$ cat src/rtl/matmul_pkg.sv
// Shared constants and readout FSM state type for the matrix-multiply result path.
package matmul_pkg;
  localparam int MAT_DIM  = 8;
  localparam int C_ELEMS  = 64;
  localparam int C_DATA_W = 19;
  localparam int C_ADDR_W = 6;

  typedef enum logic [1:0] {RD_IDLE, RD_FETCH, RD_DRAIN, RD_DONE} readout_state_t;
endpackage

$ cat src/rtl/readout_skid_buf.sv
// Two-entry FIFO holding {index,last,data} beats between the result RAM and the output port.
module readout_skid_buf #(
  parameter int W = 26
) (
  input  logic         clk,
  input  logic         reset,
  input  logic         push,
  input  logic         pop,
  input  logic [W-1:0] din,
  output logic [W-1:0] dout,
  output logic [1:0]   count
);
  logic [1:0][W-1:0] mem;
  logic              wr_ptr, rd_ptr;

  // When full, wr_ptr equals rd_ptr: a push+pop overwrites the slot being popped,
  // which then becomes the tail once rd_ptr advances.
  always_ff @(posedge clk) begin
    if (reset) begin
      mem    <= '0;
      wr_ptr <= 1'b0;
      rd_ptr <= 1'b0;
      count  <= 2'd0;
    end else begin
      if (push) begin
        mem[wr_ptr] <= din;
        wr_ptr      <= ~wr_ptr;
      end
      if (pop) rd_ptr <= ~rd_ptr;
      count <= count + {1'b0, push} - {1'b0, pop};
    end
  end

  assign dout = mem[rd_ptr];
endmodule

$ cat src/rtl/result_readout.sv
// Streams the C result RAM out over valid/ready in address order after a start pulse.
// Optional running checksum port enabled by RESULT_READOUT_CHECKSUM_EN.
module result_readout
  import matmul_pkg::*;
#(
  parameter int N_ELEMS = C_ELEMS,
  parameter int DATA_W  = C_DATA_W,
  parameter int ADDR_W  = C_ADDR_W
) (
  input  logic              clk,
  input  logic              reset,
  input  logic              start,
  output logic              busy,
  output logic              done,
  output logic              ram_rd_en,
  output logic [ADDR_W-1:0] ram_addr,
  input  logic [DATA_W-1:0] ram_rdata,
  output logic              out_valid,
  input  logic              out_ready,
  output logic [DATA_W-1:0] out_data,
  output logic [ADDR_W-1:0] out_index,
  output logic              out_last
`ifdef RESULT_READOUT_CHECKSUM_EN
  ,output logic [DATA_W+ADDR_W-1:0] out_checksum
`endif
);
  localparam int EW = ADDR_W + 1 + DATA_W;
  localparam logic [ADDR_W-1:0] LAST_ADDR = ADDR_W'(N_ELEMS - 1);

  readout_state_t    state;
  logic [ADDR_W-1:0] rd_ptr, fl_idx;
  logic              fl_vld, issue, pop;
  logic [1:0]        count;
  logic [EW-1:0]     din, dout;

  assign out_valid = (count != 2'd0);
  assign pop       = out_valid & out_ready;
  assign {out_index, out_last, out_data} = dout;

  // Credit counts occupancy net of this cycle's pop plus the read in flight, so a
  // steady ready stream keeps one read per cycle without ever overfilling the buffer.
  assign issue = (state == RD_FETCH) &&
                 (({1'b0, count} + {2'b0, fl_vld} - {2'b0, pop}) < 3'd2);

  assign ram_rd_en = issue;
  assign ram_addr  = rd_ptr;
  assign din       = {fl_idx, (fl_idx == LAST_ADDR), ram_rdata};

  readout_skid_buf #(.W(EW)) u_skid (
    .clk   (clk),
    .reset (reset),
    .push  (fl_vld),
    .pop   (pop),
    .din   (din),
    .dout  (dout),
    .count (count)
  );

  always_ff @(posedge clk) begin
    if (reset) begin
      state  <= RD_IDLE;
      rd_ptr <= '0;
      fl_vld <= 1'b0;
      fl_idx <= '0;
      busy   <= 1'b0;
      done   <= 1'b0;
    end else begin
      fl_vld <= issue;
      if (issue) fl_idx <= rd_ptr;
      done <= 1'b0;
      case (state)
        RD_IDLE: if (start) begin
          state  <= RD_FETCH;
          rd_ptr <= '0;
          busy   <= 1'b1;
        end
        RD_FETCH: if (issue) begin
          // Address parks on the last element so it never wraps within a pass.
          if (rd_ptr == LAST_ADDR) state <= RD_DRAIN;
          else rd_ptr <= rd_ptr + ADDR_W'(1);
        end
        RD_DRAIN: if (pop && out_last) begin
          state <= RD_DONE;
          busy  <= 1'b0;
          done  <= 1'b1;
        end
        default: state <= RD_IDLE;
      endcase
    end
  end

`ifdef RESULT_READOUT_CHECKSUM_EN
  localparam int CW = DATA_W + ADDR_W;
  logic [CW-1:0] csum;

  always_ff @(posedge clk) begin
    if (reset) csum <= '0;
    else if (state == RD_IDLE && start) csum <= '0;
    else if (pop) csum <= csum + CW'($signed(out_data));
  end

  assign out_checksum = csum;
`endif
endmodule

$ cat config.mk
export PLATFORM = sky130hd
export DESIGN_NAME = result_readout
export DESIGN_NICKNAME = d
export VERILOG_FILES = /design/src/rtl/matmul_pkg.sv /design/src/rtl/readout_skid_buf.sv /design/src/rtl/result_readout.sv
export SDC_FILE = /design/constraint.sdc
export NUM_CORES = 1
export LEC_CHECK = 0
export ABC_AREA = 1
export CORE_ASPECT_RATIO = 1.5
export CORE_MARGIN = 2
export CORE_UTILIZATION = 45
export DETAILED_ROUTE_END_ITERATION = 12
export GPL_TIMING_DRIVEN = 0
export HOLD_SLACK_MARGIN = 0.02
export PLACE_DENSITY = 0.7
export SKIP_LAST_GASP = 1
export SYNTH_ARGS = -nofsm -noshare
export SYNTH_HDL_FRONTEND = slang
export SYNTH_SLANG_ARGS = --single-unit
$ cat constraint.sdc
create_clock -name clk -period 4.9 [get_ports clk]
set_input_delay 0.98 -clock clk [delete_from_list [all_inputs] [get_ports clk]]
set_output_delay 0.98 -clock clk [all_outputs]
set_load 0.01 [all_outputs]
# Word level (Yosys, flattened, before mapping)
# Index checks and enable logic that the tools add are counted.
# W data, S select, Z words.
[totals]
register_bits = 73
in_bits = 23
word_cells = 62
[classes]
add_sub_neg = 5
order_cmp = 4
eq_ne = 9
mux = 18
bitwise_logic = 4
n_reduce_logical = 11
[ops]
columns = ["cell", "n"]
rows = [
  ["$mux W26", 3],
  ["$bwmux W52", 1],
  ["$demux W26 S1", 1],
  ["$mux W6", 3],
  ["$eq A6 B6 Y1 const B", 2],
  ["$pmux W6 S2", 1],
  ["$mux W2", 4],
  ["$ne A2 B2 Y1 const B", 4],
  ["$reduce_and A4 Y1", 2],
  ["$add A6 B1 Y6 const B", 1],
  ["$pmux W2 S3", 1],
  ["$reduce_bool A2 Y1", 3],
  ["$lt A1 B2 Y1 const B", 2],
  ["$add A2 B1 Y3", 1],
  ["$logic_and A1 B1 Y1", 3],
  ["$lt A3 B2 Y1 const B", 1],
  ["$mux W1", 3],
  ["$not A1 Y1", 3],
  ["$reduce_and A3 Y1", 1],
  ["$sub A3 B1 Y3", 1],
  ["$add A2 B1 Y2", 1],
  ["$eq A2 B1 Y1 const B", 1],
  ["$eq A2 B2 Y1 const B", 1],
  ["$logic_not A2 Y1", 1],
  ["other kinds (6)", 6],
]

# Longest topological paths before layout
# Gate-level depths: netlist (run 1).
[depth]
word_depth = 7
ltp_mapped = 15

# Hierarchy
# Synthesis (run 1) repeated with hierarchy kept, for this count alone.
[hier_totals]
cells_unflattened = 419
hier_area_um2 = 3310.7
[by_module_without_submodules]
columns = ["module", "instances", "cells_each", "area_each_um2"]
rows = [
  ["readout_skid_buf", 1, 278, 2312.2],
  ["result_readout", 1, 141, 998.5],
]

# Worst setup path after synthesis (run 1)
# No wires, ideal clock.
[synth_timing]
path_type = "in2out"
from = "input port out_ready"
to = "output port ram_rd_en"
arrival_time_ps = 2519
t_required_ps = 3920
setup_slack_ps = 1401
stages = 10
path_cell_list = "inv_1 > nor2_4 > ha_1 > inv_1 > ha_1 > fa_1 > inv_1 > nand4_1 > buf_2 > inv_1"
[synth_via]
elab_chain_len = 4
[synth_rtl]
columns = ["item", "line", "source"]
rows = [
  ["from (decl)", "result_readout.sv:19", "input logic out_ready,"],
  ["$and A1 B1 Y1", "result_readout.sv:37", "assign pop = out_valid & out_ready;"],
  ["via pop", "result_readout.sv:32", "logic fl_vld, issue, pop;"],
  ["$sub A3 B1 Y3", "result_readout.sv:43", "(({1'b0, count} + {2'b0, fl_vld} - {2'b0, pop}) < 3'd2);"],
  ["$lt A3 B2 Y1", "result_readout.sv:43", ""],
  ["$logic_and A1 B1 Y1", "result_readout.sv:42", "assign issue = (state == RD_FETCH) &&"],
  ["to (decl)", "result_readout.sv:15", "output logic ram_rd_en,"],
]
# The timed path passes the listed nets, and every way through them passes these cells.

# Final worst setup path (run 1)
# Same ends and word-level chain as after synthesis.

==> out/results.txt, run 1 <==
Tightest Pin Transition - 485 ps
number of global-route vias before repair - 2772
Final Slew Violations - 0
placed cells - 557
register bit total from synthesis - 73
first-pass GRT wire length - 12.4 mm
worst path cell trace - clkdlybuf4s50_1 -> inv_1 -> nor2_4 -> ha_1 -> inv_1 -> ha_1 -> fa_1 -> inv_1 -> nand4_1 -> buf_2 -> inv_1 -> clkdlybuf4s50_1
Worst VDD drop - 0.358 mV
EDFF count, synth - 0
Row Count - 37
Worst setup startpoint - out_ready
Setup Skew - 10.0 ps
Post-CTS Resized - 0
slowest stage delay, CP - 520 ps
CP startpoint kind - input port
syn avg cell area - 7.55 um2
Post-synth top cells - 73 x dfxtp_1, 59 x o21ai_0, 56 x nand2_1, 54 x inv_1, 45 x nor2_1
DRT Pass-1 Iters - 5
Final #Nets - 521
largest net degree at the start of global routing - 14
number of DRC markers in iteration 0 - 153
TNS Setup - 0 ps
post-route non-filler standard cell count - 573
Synth area leader - dfxtp_1
Num CTS Buffers - 9
min cycle time layout - 4630 ps
Mapped Area - 3190 um2
antenna-violating nets left - 0
residual DRC count - 0
final WL - 7.56 mm
crit path max fanout - 10
cts hold-fix bufs - 0
core area - 6850 um2
unique cell type count in the Yosys netlist - 32
Post-Syn Nets - 453
Setup Buffers After CTS - 0
vias per cell - 5.12
worst endpoint required time - 3920 ps
Setup crit end kind - primary output
GR Util All Layers - 20.4%
Syn. warnings - 0
DIE HEIGHT - 107 um
initial core utilization - 46.5%
H-tree levels - 3
CTS Buffer Depth - 2
Boundary Pins - 59
Tcrit/Tclk final - 94.6%
top cell type's share of synthesized area - 45.9%
Vias - 2933
Detailed Place HPWL - 5.49 mm
most frequent cell after synthesis - dfxtp_1
Setup CP Type - input port to primary output
MaxCap Viol Count - 0
Synth Flop Type - dfxtp_1
RSZ-0062 raised after global routing - no
gr ovfl total - 0
max_slew headroom - 67.7%
Port Buffer Count - 57
Crit-path slowest cell - clkdlybuf4s50_1
worst r2r src - u_skid.count[1]
Top cell by count, worst path - inv_1
final setup fails - 0
Post-Synthesis Cells - 422
initial antenna violation count - 0
status - completed
HP Start - u_skid.mem[33]
area grow syn2layout - 26.4%
fraction of layout cells with a size suffix above 1 - 10.9%
CTS tree - yes
DIE AREA - 7780 um2
WL/cell - 13.2 um
die width - 72.7 um
clock sinks - 73
root buf cell - clkbuf_8
synth top area cells - dfxtp_1 46%, o21ai_0 9.3%, a21oi_1 6.6%
asr flop ratio synth - 0%
worst-skew pair later-pin latency - 350 ps
Clk pin slew, worst setup/hold paths - 70 ps
n_diodes - 0
worst path arrival time - 3650 ps
Pleak - 1.57 nW
PD cells - 515 nW/um2
Fin. Hold Viols - 0
GP Congestion - 0.811
fmax - 216 MHz
post-synthesis sequential area ratio - 45.9%
Worst Hold Class - flip-flop to flip-flop
==> path summary, 6_finish.rpt <==
check,cells past startpoint,slack [ps],end
max reg2reg,11,2490,fl_idx[3]
min,2,450,u_skid.mem[33]
min reg2reg,2,450,u_skid.mem[33]
max,12,270,ram_rd_en
==> where the power goes <==
group | switching (W) | leakage [nW] | internal (W)
sequential | 0.0000818 | 0.593 | 0.000721
clock | 0.000230 | 0.0749 | 0.000184
combinational | 0.000491 | 0.902 | 0.000365
==> flip-flops by register name (all words and copies together) (netlist names) <==
register       count
ram_addr           6
u_skid.mem        52
u_skid.count       2
state              2
u_skid.wr_ptr      1
busy               1
fl_vld             1
fl_idx             6
u_skid.rd_ptr      1
done               1
==> layer usage <==
metal | wire length [um] | global-route usage, %
met1 | 3110 | 22.6
met2 | 4020 | 36.7
met3 | 268 | 4.51
met4 | 151 | 8.20
met5 | 0 | 0
==> metrics by stage <==
step | instance area (um2) | total power (W) | setup slack [ps] | hold slack [ps] | utilization [%]
2_1_floorplan | 3190 | 0.00135 | 1400 | 424 | -
6_report | 4030 | 0.00207 | 267 | 450 | 58.7
5_1_grt | 4030 | 0.00223 | 103 | 475 | 58.7
4_1_cts | 4030 | 0.00209 | 221 | 454 | 58.7
3_3_place_gp | 3850 | 0.00165 | 284 | 434 | 56.2
3_5_place_dp | 3850 | 0.00167 | 253 | 442 | 56.2
==> cell families (layout without fill, tap and decap cells) <==
kind of cell / after synthesis / count (layout) / share of synthesized area (%)
AOI/OAI and AO/OA: 129 / 129 / 21.1
and+or+nand+nor: 129 / 129 / 18.3
DFF: 73 / 73 / 45.9
buffers and inverters: 83 / 156 / 11.3
adders and majority gates: 8 / 8 / 3.38
==> cells in the final DEF, fill, tap and decap left out, types with 2 or more instances in the layout <==
| master | n |
|---|---|
| nand4_1 | 2 |
| o22ai_1 | 10 |
| nand2_4 | 3 |
| nor2_4 | 2 |
| inv_2 | 5 |
| buf_2 | 14 |
| nor2_1 | 45 |
| nand3_2 | 2 |
| inv_1 | 54 |
| dfxtp_1 | 73 |
| clkbuf_8 | 10 |
| clkdlybuf4s50_1 | 57 |
| a21oi_1 | 42 |
| nand2_1 | 56 |
| nor3_1 | 3 |
| ha_1 | 7 |
| o21ai_0 | 59 |
| clkbuf_1 | 6 |
| o21ai_1 | 14 |
| nand2_2 | 4 |
| clkinvlp_4 | 4 |
| nand3_1 | 9 |
==> worst max-delay path: cells and delay by family <==
kind / cells / cell delay (ps)
adders and majority gates: 3 / 810
and+or+nand+nor: 2 / 360
buffers and inverters: 7 / 1500
==> area by class of cell <==
class                   count  area, um2
clock buffers              10        128
fillers                   652       2830
flip-flops and latches     73       1460
well taps                  78       97.6
repair buffers             57        571
clock inverters             6       43.8
multi-input cells         266       1360
plain buffers              22        121
inverters                  61        239
(Power assumes the default switching activity.)
==> run 2, diff against run 1 <==
Settings changed: CORE_UTILIZATION 45 to 56, PLACE_DENSITY 0.7 to 0.85.
==> run 2 against run 1 <==
- clock-buffer cell count up 2
- global-route usage grew 5.6 points
- cell count down 1.4%
- clock power rose by 24%
- cell area is 0.99% higher
- routed wire length grew 1.8%
- hold slack got worse by 0.64 ps
- via count increased by 2.4%
==> out/results.txt, run 2 (same netlist as run 1, synthesis figures left out) <==
TNS Setup - 0 ps (unchanged)
DIE HEIGHT - 96.4 um (-10%)
Tightest Pin Transition - 501 ps (+16.1 ps)
Clk pin slew, worst setup/hold paths - 70 ps (about the same)
fmax - 217 MHz (+0.35%)
number of DRC markers in iteration 0 - 245 (+60%)
Detailed Place HPWL - 5.52 mm (+0.57%)
GR Util All Layers - 26.0% (+5.6 points)
CP startpoint kind - input port
DIE AREA - 6320 um2 (-19%)
Tcrit/Tclk final - 94.2% (-0.33 points)
post-route non-filler standard cell count - 565 (-1.4%)
Setup crit end kind - primary output
Pleak - 1.60 nW (+2.0%)
first-pass GRT wire length - 12.5 mm (+0.84%)
die width - 65.6 um (-9.8%)
Setup Buffers After CTS - 0 (unchanged)
GP Congestion - 0.818 (+0.83%)
initial antenna violation count - 0 (unchanged)
Port Buffer Count - 57 (unchanged)
Row Count - 33 (-11%)
Final #Nets - 521 (unchanged)
placed cells - 549 (-1.4%)
antenna-violating nets left - 0 (unchanged)
residual DRC count - 0 (unchanged)
Final Slew Violations - 0 (unchanged)
RSZ-0062 raised after global routing - no
initial core utilization - 58.0% (+12 points)
H-tree levels - 3 (unchanged)
Num CTS Buffers - 9 (unchanged)
number of flip-flops in the largest register - 52 (unchanged)
worst-skew pair later-pin latency - 340 ps (about the same)
cts hold-fix bufs - 0 (unchanged)
WL/cell - 13.6 um (+3.2%)
CTS Buffer Depth - 2 (unchanged)
area grow syn2layout - 27.6%
worst endpoint required time - 3920 ps (about the same)
commonest non-fill, non-tap cell in the layout - dfxtp_1
MaxCap Viol Count - 0 (unchanged)
CTS tree - yes
largest net degree at the start of global routing - 13 (-1)
post-place setup slack - 284 ps (+30.7 ps)
max_slew headroom - 66.6% (-1.1 points)
Worst VDD drop - 0.400 mV (+12%)
number of global-route vias before repair - 2837 (+2.3%)
DRT Pass-1 Iters - 4 (-1)
clock sinks - 73 (unchanged)
status - completed
largest reg by FF count - u_skid.mem
core area - 5490 um2 (-20%)
crit path max fanout - 10 (unchanged)
worst path arrival time - 3640 ps (about the same)
Worst Hold Class - flip-flop to flip-flop
Setup Skew - 11.4 ps (+1.34 ps)
min cycle time layout - 4620 ps (-16.4 ps)
Setup CP Type - input port to primary output
final WL - 7.69 mm (+1.8%)
Vias - 3002 (+2.4%)
number of fill cells - 442 (-32%)
n_diodes - 0 (unchanged)
most frequent cells in the layout - 73 x dfxtp_1, 59 x o21ai_0, 57 x clkdlybuf4s50_1, 56 x nand2_1, 54 x inv_1
Post-CTS Resized - 0 (unchanged)
PD cells - 536 nW/um2 (+4.2%)
final setup margin - 283 ps (+16.4 ps)
Boundary Pins - 59 (unchanged)
Util after Layout - 74.0% (+15 points)
gr ovfl total - 0 (unchanged)
vias per cell - 5.31 (+3.8%)
fraction of layout cells with a size suffix above 1 - 10.7% (-0.20 points)
root buf cell - clkbuf_8
Fin. Hold Viols - 0 (unchanged)
final setup fails - 0 (unchanged)
[run 2: cell count changes in the layout (fill, tap and decap cells not counted)]
cell / change
clkinvlp_4: -3
bufinv_16: +2
clkbuf_1: +1
clkbuf_8: +1
clkinv_2: -1
clkinv_4: +1
inv_6: -1
[run 2: final timing paths]
check / from / endpoint / slack, ps / depth (start not counted)
worst max-delay path: out_ready / ram_rd_en / 280 / 12
worst min-delay path: u_skid.mem[9] / u_skid.mem[9] / 450 / 2
worst max register to register: u_skid.count[1] / state[1] / 2460 / 14
worst min register to register: u_skid.mem[9] / u_skid.mem[9] / 450 / 2
[run 2: layer usage]
metal  share of wire [%]  track usage [%]  vias to the layer above
li1                    -                -                     1506
met2                  55             49.7                       86
met3                 4.4             4.63                       20
met4                 2.8             14.2                        0
met5                   0                0                        -
met1                  38             26.2                     1390
[run 2: power by group]
part,switching (W),internal [W],total [W]
combinational,0.000497,0.000365,0.000862
sequential,0.0000825,0.000721,0.000803
clock,0.000212,0.000302,0.000514
[run 2: layout make-up]
type	instances	area (um2)	area share, %
timing repair buffer	57	571	14.0
sequential	73	1460	35.9
buffer	22	121	2.99
clock inverter	4	76.3	1.88
tap	70	87.6	2.15
multi-input combinational	266	1360	33.5
clock buffer	12	145	3.57
inverter	61	239	5.88
[run 2: stage by stage]
stage                     instance area [um2]  hold WS (ps)  total power (W)
after floorplan                          3190           424          0.00135
after global placement                   3840           433          0.00164
after detailed placement                 3840           442          0.00167
after CTS                                4070           453          0.00219
after global routing                     4070           479          0.00232
final                                    4070           449          0.00218
[run 2: worst max-delay path, cell delays in order]
cell and delay [ps]:
clkdlybuf4s50_1 450, inv_1 60, nor2_4 160, ha_1 250, inv_1 60, ha_1 140, fa_1 410, inv_1 110
nand4_1 200, buf_2 240, inv_1 60, clkdlybuf4s50_1 520
